File: config.mk
export PLATFORM = sky130hd
export DESIGN_NAME = lsu_mem_ctrl
export DESIGN_NICKNAME = d
export VERILOG_FILES = /design/src/rtl/lsu_mem_ctrl.sv
export SDC_FILE = /design/constraint.sdc
export NUM_CORES = 1
export LEC_CHECK = 0
export BUFFER_PORTS_ARGS = -buffer_cell sky130_fd_sc_hd__clkbuf_2
export CAP_MARGIN = 20
export CORE_ASPECT_RATIO = 2
export CORE_UTILIZATION = 53
export CTS_BUF_LIST = sky130_fd_sc_hd__clkbuf_4 sky130_fd_sc_hd__clkbuf_8 sky130_fd_sc_hd__clkbuf_16
export CTS_CLUSTER_DIAMETER = 50
export DETAILED_ROUTE_END_ITERATION = 7
export GPL_ROUTABILITY_DRIVEN = 0
export GPL_TIMING_DRIVEN = 1
export PLACE_DENSITY = 0.84
export SLEW_MARGIN = 20
export SYNTH_ARGS = -nofsm -noshare
export SYNTH_HDL_FRONTEND = slang
export SYNTH_SLANG_ARGS = --single-unit
File: constraint.sdc
create_clock -name clk -period 2.7 [get_ports clk]
set_input_delay 0 -clock clk [delete_from_list [all_inputs] [get_ports clk]]
set_output_delay 0 -clock clk [all_outputs]
set_load 0.05 [all_outputs]
File: src/rtl/lsu_mem_ctrl.sv
// Load/store sequencer in front of a word-addressed, combinational-read SRAM.
// Selects byte lanes, extends loads, and read-modify-writes sub-word stores.
module lsu_mem_ctrl #(
  parameter int unsigned addr_width = 16,
  parameter int unsigned data_width = 32
) (
  input  logic                    clk,
  input  logic                    rst_n,
  input  logic                    req_valid,
  output logic                    req_ready,
  input  logic                    req_we,
  input  logic [1:0]              req_size,
  input  logic                    req_signed,
  input  logic [addr_width+1:0]   req_addr,
  input  logic [data_width-1:0]   req_wdata,
  output logic                    resp_valid,
  output logic [data_width-1:0]   resp_rdata,
  output logic                    resp_err,
  output logic                    mem_en,
  output logic                    mem_we,
  output logic [addr_width-1:0]   mem_addr,
  output logic [data_width-1:0]   mem_wr_data,
  input  logic [data_width-1:0]   mem_rd_data
);

  localparam int unsigned byte_addr_width = addr_width + 2;
  localparam logic [1:0]  size_byte       = 2'b00;
  localparam logic [1:0]  size_half       = 2'b01;
  localparam logic [1:0]  size_word       = 2'b10;

  typedef enum logic [1:0] {IDLE, RD, WR, RESP} state_t;

  state_t                       state;
  logic [byte_addr_width-1:0]   addr_q;
  logic                         we_q;
  logic [1:0]                   size_q;
  logic                         signed_q;
  logic [data_width-1:0]        wdata_q;
  logic                         req_err_c;

  // Illegal size or a lane offset that is not a multiple of the access size.
  function automatic logic access_err(input logic [1:0] size, input logic [1:0] lane);
    return (size == 2'b11) ||
           (size == size_half && lane[0]) ||
           (size == size_word && lane != 2'b00);
  endfunction

  function automatic logic [data_width-1:0] load_ext(input logic [data_width-1:0] word,
                                                     input logic [1:0] size,
                                                     input logic [1:0] lane,
                                                     input logic       sgn);
    logic [7:0]  b;
    logic [15:0] h;
    b = word[{lane, 3'b000} +: 8];
    h = word[{lane[1], 4'b0000} +: 16];
    case (size)
      size_byte: return {{24{sgn & b[7]}}, b};
      size_half: return {{16{sgn & h[15]}}, h};
      default:   return word;
    endcase
  endfunction

  // Replace only the addressed lane(s); every other byte of the old word survives.
  function automatic logic [data_width-1:0] store_merge(input logic [data_width-1:0] word,
                                                        input logic [data_width-1:0] wdata,
                                                        input logic [1:0] size,
                                                        input logic [1:0] lane);
    logic [data_width-1:0] r;
    r = word;
    case (size)
      size_byte: r[{lane, 3'b000} +: 8]     = wdata[7:0];
      size_half: r[{lane[1], 4'b0000} +: 16] = wdata[15:0];
      default:   r = wdata;
    endcase
    return r;
  endfunction

  assign req_err_c = access_err(req_size, req_addr[1:0]);

  always_ff @(posedge clk or negedge rst_n) begin
    if (!rst_n) begin
      state       <= IDLE;
      addr_q      <= '0;
      we_q        <= 1'b0;
      size_q      <= 2'b00;
      signed_q    <= 1'b0;
      wdata_q     <= '0;
      req_ready   <= 1'b1;
      resp_valid  <= 1'b0;
      resp_err    <= 1'b0;
      resp_rdata  <= '0;
      mem_en      <= 1'b0;
      mem_we      <= 1'b0;
      mem_addr    <= '0;
      mem_wr_data <= '0;
    end else begin
      resp_valid  <= 1'b0;
      resp_err    <= 1'b0;
      resp_rdata  <= '0;
      mem_en      <= 1'b0;
      mem_we      <= 1'b0;
      mem_addr    <= '0;
      mem_wr_data <= '0;
      case (state)
        IDLE: begin
          if (req_valid && req_ready) begin
            addr_q    <= req_addr;
            we_q      <= req_we;
            size_q    <= req_size;
            signed_q  <= req_signed;
            wdata_q   <= req_wdata;
            req_ready <= 1'b0;
            if (req_err_c) begin
              state      <= RESP;
              resp_valid <= 1'b1;
              resp_err   <= 1'b1;
            end else if (req_we && req_size == size_word) begin
              state       <= WR;
              mem_en      <= 1'b1;
              mem_we      <= 1'b1;
              mem_addr    <= req_addr[byte_addr_width-1:2];
              mem_wr_data <= req_wdata;
            end else begin
              state    <= RD;
              mem_en   <= 1'b1;
              mem_addr <= req_addr[byte_addr_width-1:2];
            end
          end
        end
        // Old word is consumed straight off the SRAM read port at this edge.
        RD: begin
          if (we_q) begin
            state       <= WR;
            mem_en      <= 1'b1;
            mem_we      <= 1'b1;
            mem_addr    <= addr_q[byte_addr_width-1:2];
            mem_wr_data <= store_merge(mem_rd_data, wdata_q, size_q, addr_q[1:0]);
          end else begin
            state      <= RESP;
            resp_valid <= 1'b1;
            resp_rdata <= load_ext(mem_rd_data, size_q, addr_q[1:0], signed_q);
          end
        end
        WR: begin
          state      <= RESP;
          resp_valid <= 1'b1;
        end
        RESP: begin
          state     <= IDLE;
          req_ready <= 1'b1;
        end
        default: begin
          state     <= IDLE;
          req_ready <= 1'b1;
        end
      endcase
    end
  end

endmodule

Yosys cells after proc, flatten, opt, wreduce, memory -nomap -nowiden. Cells that the tools add are included.

Add/sub/neg operators: 2. Mux-type cells: 35. Reductions and logical operators: 12. Div/mod/pow operators: 0. Multiply operators: 0. Eq/ne operators: 8. Shift operators: 6. Magnitude comparators: 0. Bitwise logic cells: 2.

Operator list (count): 32-bit 2-to-1 mux (6); 32-bit one-hot mux with 2 select lines (3); 32-bit bitwise mux (2); 16-bit 2-to-1 mux (3); 16-bit one-hot mux with 2 select lines (1); 16-bit by 7-bit variable shift with 32-bit output, first input constant (1); 8-bit by 7-bit variable shift with 32-bit output, first input constant (1); 16-bit by 7-bit indexed part select with 32-bit output (1); 32-bit by 6-bit indexed part select with 16-bit output (1); 32-bit by 6-bit indexed part select with 8-bit output (1); 8-bit by 7-bit indexed part select with 32-bit output (1); 5-bit negator with 7-bit output (2); 1-bit 2-to-1 mux (12); 2-bit equality test, second input constant (4); 2-bit one-hot mux with 4 select lines (1); 2-bit by 1-bit equality test with 1-bit output, second input constant (3); 2-bit 2-to-1 mux (3); 1-bit one-hot mux with 2 select lines (3); 1-bit logical AND (4); 2-bit logical NOT (2); 2-bit AND reduction (2); 2-bit nonzero test (2); 1-bit one-hot mux with 3 select lines (1); 1-bit AND (2); other kinds (2) (3).

Bits in writable memories: 0. Logic and storage cells: 79. Output and inout bits: 85. Register bits after elaboration: 141. Memories: 0. Input bits: 89. ROM bits: 0. Latch bits: 0.

Longest topological paths before layout.
Depth in word-level cells: 7. Depth in mapped cells: 9. Depth with buffers taken out: 6.

Worst setup path before layout. Ideal clock, no wire load.

Path type: register to register. Start: reg addr_q[1]. End: reg mem_wr_data[0]. Arrival time: 2151 ps. Data required time: 2618 ps. Stages on the path, launching flop included: 9. Path buffers: 2. Slack: 467 ps. Setup time: 82 ps. Clock period less this slack: 2233 ps. Cells stage by stage: dfrtp_1 -> buf_6 -> clkinv_1 -> clkbuf_1 -> ha_1 -> nor3b_1 -> a2bb2oi_1 -> a21oi_1 -> o22ai_1.

Cells in the longest elaborated chain, start to end: 6. Elaborated cells between the ends (all ways): 11. Those cells by class: add/sub (2); shift (4); mux (5).

RTL lines: from (decl) (line 34) `logic [byte_addr_width-1:0] addr_q;`; from (signal assigned) (line 107) `addr_q <= req_addr;`; 5-bit negator with 7-bit output (on tied branches) (line 72, 71); 16-bit by 7-bit indexed part select with 32-bit output, or another cell as far along (line 72) `size_half: r[{lane[1], 4'b0000} +: 16] = wdata[15:0];`; 32-bit bitwise mux (on tied branches) (line 72, 71); 32-bit one-hot mux with 2 select lines (*) (line 70) `case (size)`; 32-bit 2-to-1 mux (*) (line 132) `if (we_q) begin`; 32-bit one-hot mux with 2 select lines (*) (line 104) `case (state)`; to (signal assigned) (line 122) `mem_wr_data <= req_wdata;`; to (signal assigned) (line 137) `mem_wr_data <= store_merge(mem_rd_data, wdata_q, size_q, addr_q[1:0]);`; to (decl) (line 22) `output logic [data_width-1:0] mem_wr_data,`.

Mark *: on every way between the ends. The rest lies on a longest branch, timed or not. A chain may end at the register's enable or synchronous reset.

Worst setup path in the final report.
Start: reg addr_q[1]. End: reg resp_rdata[11].

Cells in the longest elaborated chain, start to end: 5. Elaborated cells between the ends (all ways): 6. Those cells by class: shift (2); mux (3); bitwise (1).

RTL lines: 32-bit by 6-bit indexed part select with 8-bit output (line 54) `b = word[{lane, 3'b000} +: 8];`; 1-bit AND (line 57) `size_byte: return {{24{sgn & b[7]}}, b};`; 32-bit one-hot mux with 2 select lines (*) (line 56) `case (size)`; 32-bit 2-to-1 mux (*) (line 132); 32-bit 2-to-1 mux (*) (line 104); to (signal assigned) (line 141) `resp_rdata <= load_ext(mem_rd_data, size_q, addr_q[1:0], signed_q);`; to (decl) (line 17) `output logic [data_width-1:0] resp_rdata,`.

Marked as above.

==> flow_metrics.py <==
metrics = {
    "clock_network": {
        "cts_sinks": 141,
        "numCtsBuffers": 17,
        "root_buffer": "clkbuf_16",
        "cts_max_path_buffers": 2,
        "cts.clk_slew.worst_paths_ns": 0.06,
        "htree_levels": 4,
        "clkLatencyLatePin_ns": 0.43,
        "tritoncts": "yes",
    },
    "timing": {
        "fmax_mhz": 386,
        "max_slew_margin_pct": 40.5,
        "min_period_ns": 2.59,
        "skew_ns": 0.0119,
        "setup_viol": 0,
        "finalSetupTns_ns": 0,
        "rsz0062_at_grt": "no",
        "hold_violations": 0,
        "period_share_pct": 95.9,
        "slew_viol_final": 0,
        "worst_pin_slew_ns": 0.893,
    },
    "drt": {
        "routed-via-count": 6822,
        "viasPerCell": 6.28,
        "first_iter_violations": 967,
        "first_pass_iters": 6,
        "wire_per_inst_um": 21.4,
        "drc": 0,
        "ant_nets": 0,
        "routed_wl_um": 23300,
    },
    "logic_synthesis": {
        "synth_ff_type": "dfrtp_1",
        "synth_fp_nets": 767,
        "ys_seq_area_share_pct": 52.1,
        "yosysWarnings": 0,
        "avgSynthCellArea_sq_um": 10.1,
        "ys_ff_latch": 141,
        "synth_edf_count": 0,
        "synth.distinct_cells": 57,
        "netlist_area_sq_um": 6780,
        "syn_inst": 669,
        "async_flop_share_pct": 100,
    },
    "placement": {
        "dp_hpwl_um": 14800,
        "numPlacedInstances": 966,
        "portBuffers": 173,
    },
    "final_layout": {
        "layout.cells.non_filler": 1087,
        "fill_cells": 820,
        "fin_util_pct": 75.1,
        "drive_above_1_share_pct": 27.6,
        "syn_to_final_growth_pct": 38.3,
        "antenna_cells": 0,
        "layout.nets": 1022,
    },
    "grt": {
        "grt_remaining_overflow": 0,
        "grt_max_degree": 71,
        "grt_use_total_pct": 37.2,
        "antenna_found_initial": 1,
        "grt_pass1_vias": 6869,
        "grt_pass1_wl_um": 36200,
    },
    "critical_path": {
        "start_kind": "flip-flop",
        "reg2reg_depth": 5,
        "critPathArrivalTime_ns": 2.90,
        "reg2reg_to": "resp_rdata[11]",
        "crit_end": "resp_rdata[11]",
        "startpoint": "addr_q[1]",
        "crit_type": "reg -> reg",
        "crit_required_ns": 3.01,
        "endpoint_kind": "flip-flop",
        "r2r_start": "addr_q[1]",
        "r2r_slack_ns": 0.11,
        "worstPathMaxFanout": 38,
    },
    "power_and_ir_drop": {
        "power_density_nw_per_um2": 1110,
        "finalPower_mw": 10.4,
        "leakagePower_nw": 4.79,
        "vdd_drop_max_uv": 713,
    },
    "floorplanning": {
        "fp.dieH_um": 162,
        "io_pins": 174,
        "core-area_sq_um": 12500,
        "start_util_pct": 54.3,
        "die_x_um": 82.0,
        "dieArea_sq_um": 13300,
        "core.rowCount": 58,
    },
    "run_status": {
        "outcome": "finished clean",
    },
    "job": {
        "cap_viol_max_count": 0,
    },
    "hold_path": {
        "hold_path_class": "in -> reg",
    },
}
## stage by stage
step           hold WS [ns]  setup WS, ns  cell area, sq um
3_3_place_gp         0.0325         0.548              7820
5_1_grt              0.0996        0.0891              9370
6_report             0.0808         0.110              9370
2_1_floorplan        -0.296         0.467              6780
4_1_cts              0.0654         0.117              9370
3_5_place_dp         0.0372         0.457              7820
## power by group
| group | internal [mW] | switching [mW] |
|---|---|---|
| logic | 1.45 | 3.03 |
| registers | 2.77 | 0.612 |
| clock network | 1.65 | 0.921 |
| total | 5.87 | 4.57 |
## worst max-delay path, cell delays in order (launching register included)
cell	delay [ns]
dfrtp_1	0.39
buf_6	0.35
mux4_2	0.58
a31oi_4	0.43
a221oi_1	0.13
dlygate4sd3_1	0.59
## sequential cells by signal, indices dropped and copies added, names as in the netlist
signal	count
resp_rdata	32
mem_en	1
mem_addr	16
state	2
we_q	1
signed_q	1
wdata_q	32
mem_wr_data	32
resp_valid	1
addr_q	18
mem_we	1
req_ready	1
size_q	2
resp_err	1
## what timing repair did
item / 4_1_cts / 5_1_grt
resized for setup: 0 / 1
buffers inserted: 0 / 0
endpoints found under the setup margin: 0 / 2
hold endpoints to repair: 197 / 0
hold buffers: 89 / 0
## how the worst min path moves through the flow
stage | startpoint | end | depth (start not counted)
2_1_floorplan | rst_n | addr_q[0] | 0
3_3_place_gp | rst_n | resp_rdata[26] | 1
3_5_place_dp | rst_n | resp_rdata[9] | 1
4_1_cts | mem_rd_data[5] | resp_rdata[5] | 5
5_1_grt | mem_rd_data[5] | mem_wr_data[5] | 3
6_report | mem_rd_data[5] | mem_wr_data[5] | 3
## cell type report
type | count | area, sq um | area share, %
Clock buffer | 18 | 433 | 4.62
Clock inverter | 14 | 218 | 2.32
Inverter | 22 | 82.6 | 0.881
Multi-Input combinational cell | 455 | 2940 | 31.4
Sequential cell | 141 | 3530 | 37.7
Tap cell | 150 | 188 | 2.00
Timing Repair Buffer | 287 | 1980 | 21.1
## layout by cell type, fill, tap and decap left out, drive strengths merged, types with 22 or more instances in the layout
| cell | Yosys | routed |
|---|---|---|
| nor2 | 33 | 33 |
| dfrtp | 140 | 140 |
| o21ai | 27 | 27 |
| clkbuf | 21 | 190 |
| inv | 21 | 22 |
| a221oi | 25 | 25 |
| buf | 30 | 26 |
| o22ai | 25 | 25 |
| dlygate4sd3 | 0 | 89 |
| nand2 | 161 | 161 |
## Yosys cell counts (9+ instances only)
cell,instances,area (sq um)
a221oi_1,25,219
ha_1,9,113
dfrtp_1,140,3500
a32o_1,16,160
o21ai_0,27,135
inv_1,21,78.8
mux2i_1,10,100
a21o_1,19,143
o22ai_1,25,156
a21oi_1,19,95.1
nand2_1,161,604
buf_2,17,85.1
clkbuf_1,21,78.8
a221o_1,11,110
nor2_1,31,116
## layer usage
layer | vias to the layer above | global-route usage, % | part of all wire [%]
met5 | - | 0 | 0.056
met4 | 2 | 25.9 | 6.6
met3 | 141 | 8.82 | 7.8
met2 | 480 | 62.1 | 52
met1 | 3259 | 39.9 | 33
li1 | 2940 | - | -
## logic make-up after synthesis
| kind of cell | after synthesis | synth area share, % |
|---|---|---|
| muxes | 23 | 4.86 |
| AOI/OAI and AO/OA | 190 | 21.5 |
| buffers and inverters | 73 | 4.75 |
| DFF | 141 | 52.1 |
| and+or+nand+nor | 233 | 15.2 |
| adders and majority gates | 9 | 1.66 |
Note: power is estimated with default switching activity, not from simulation.
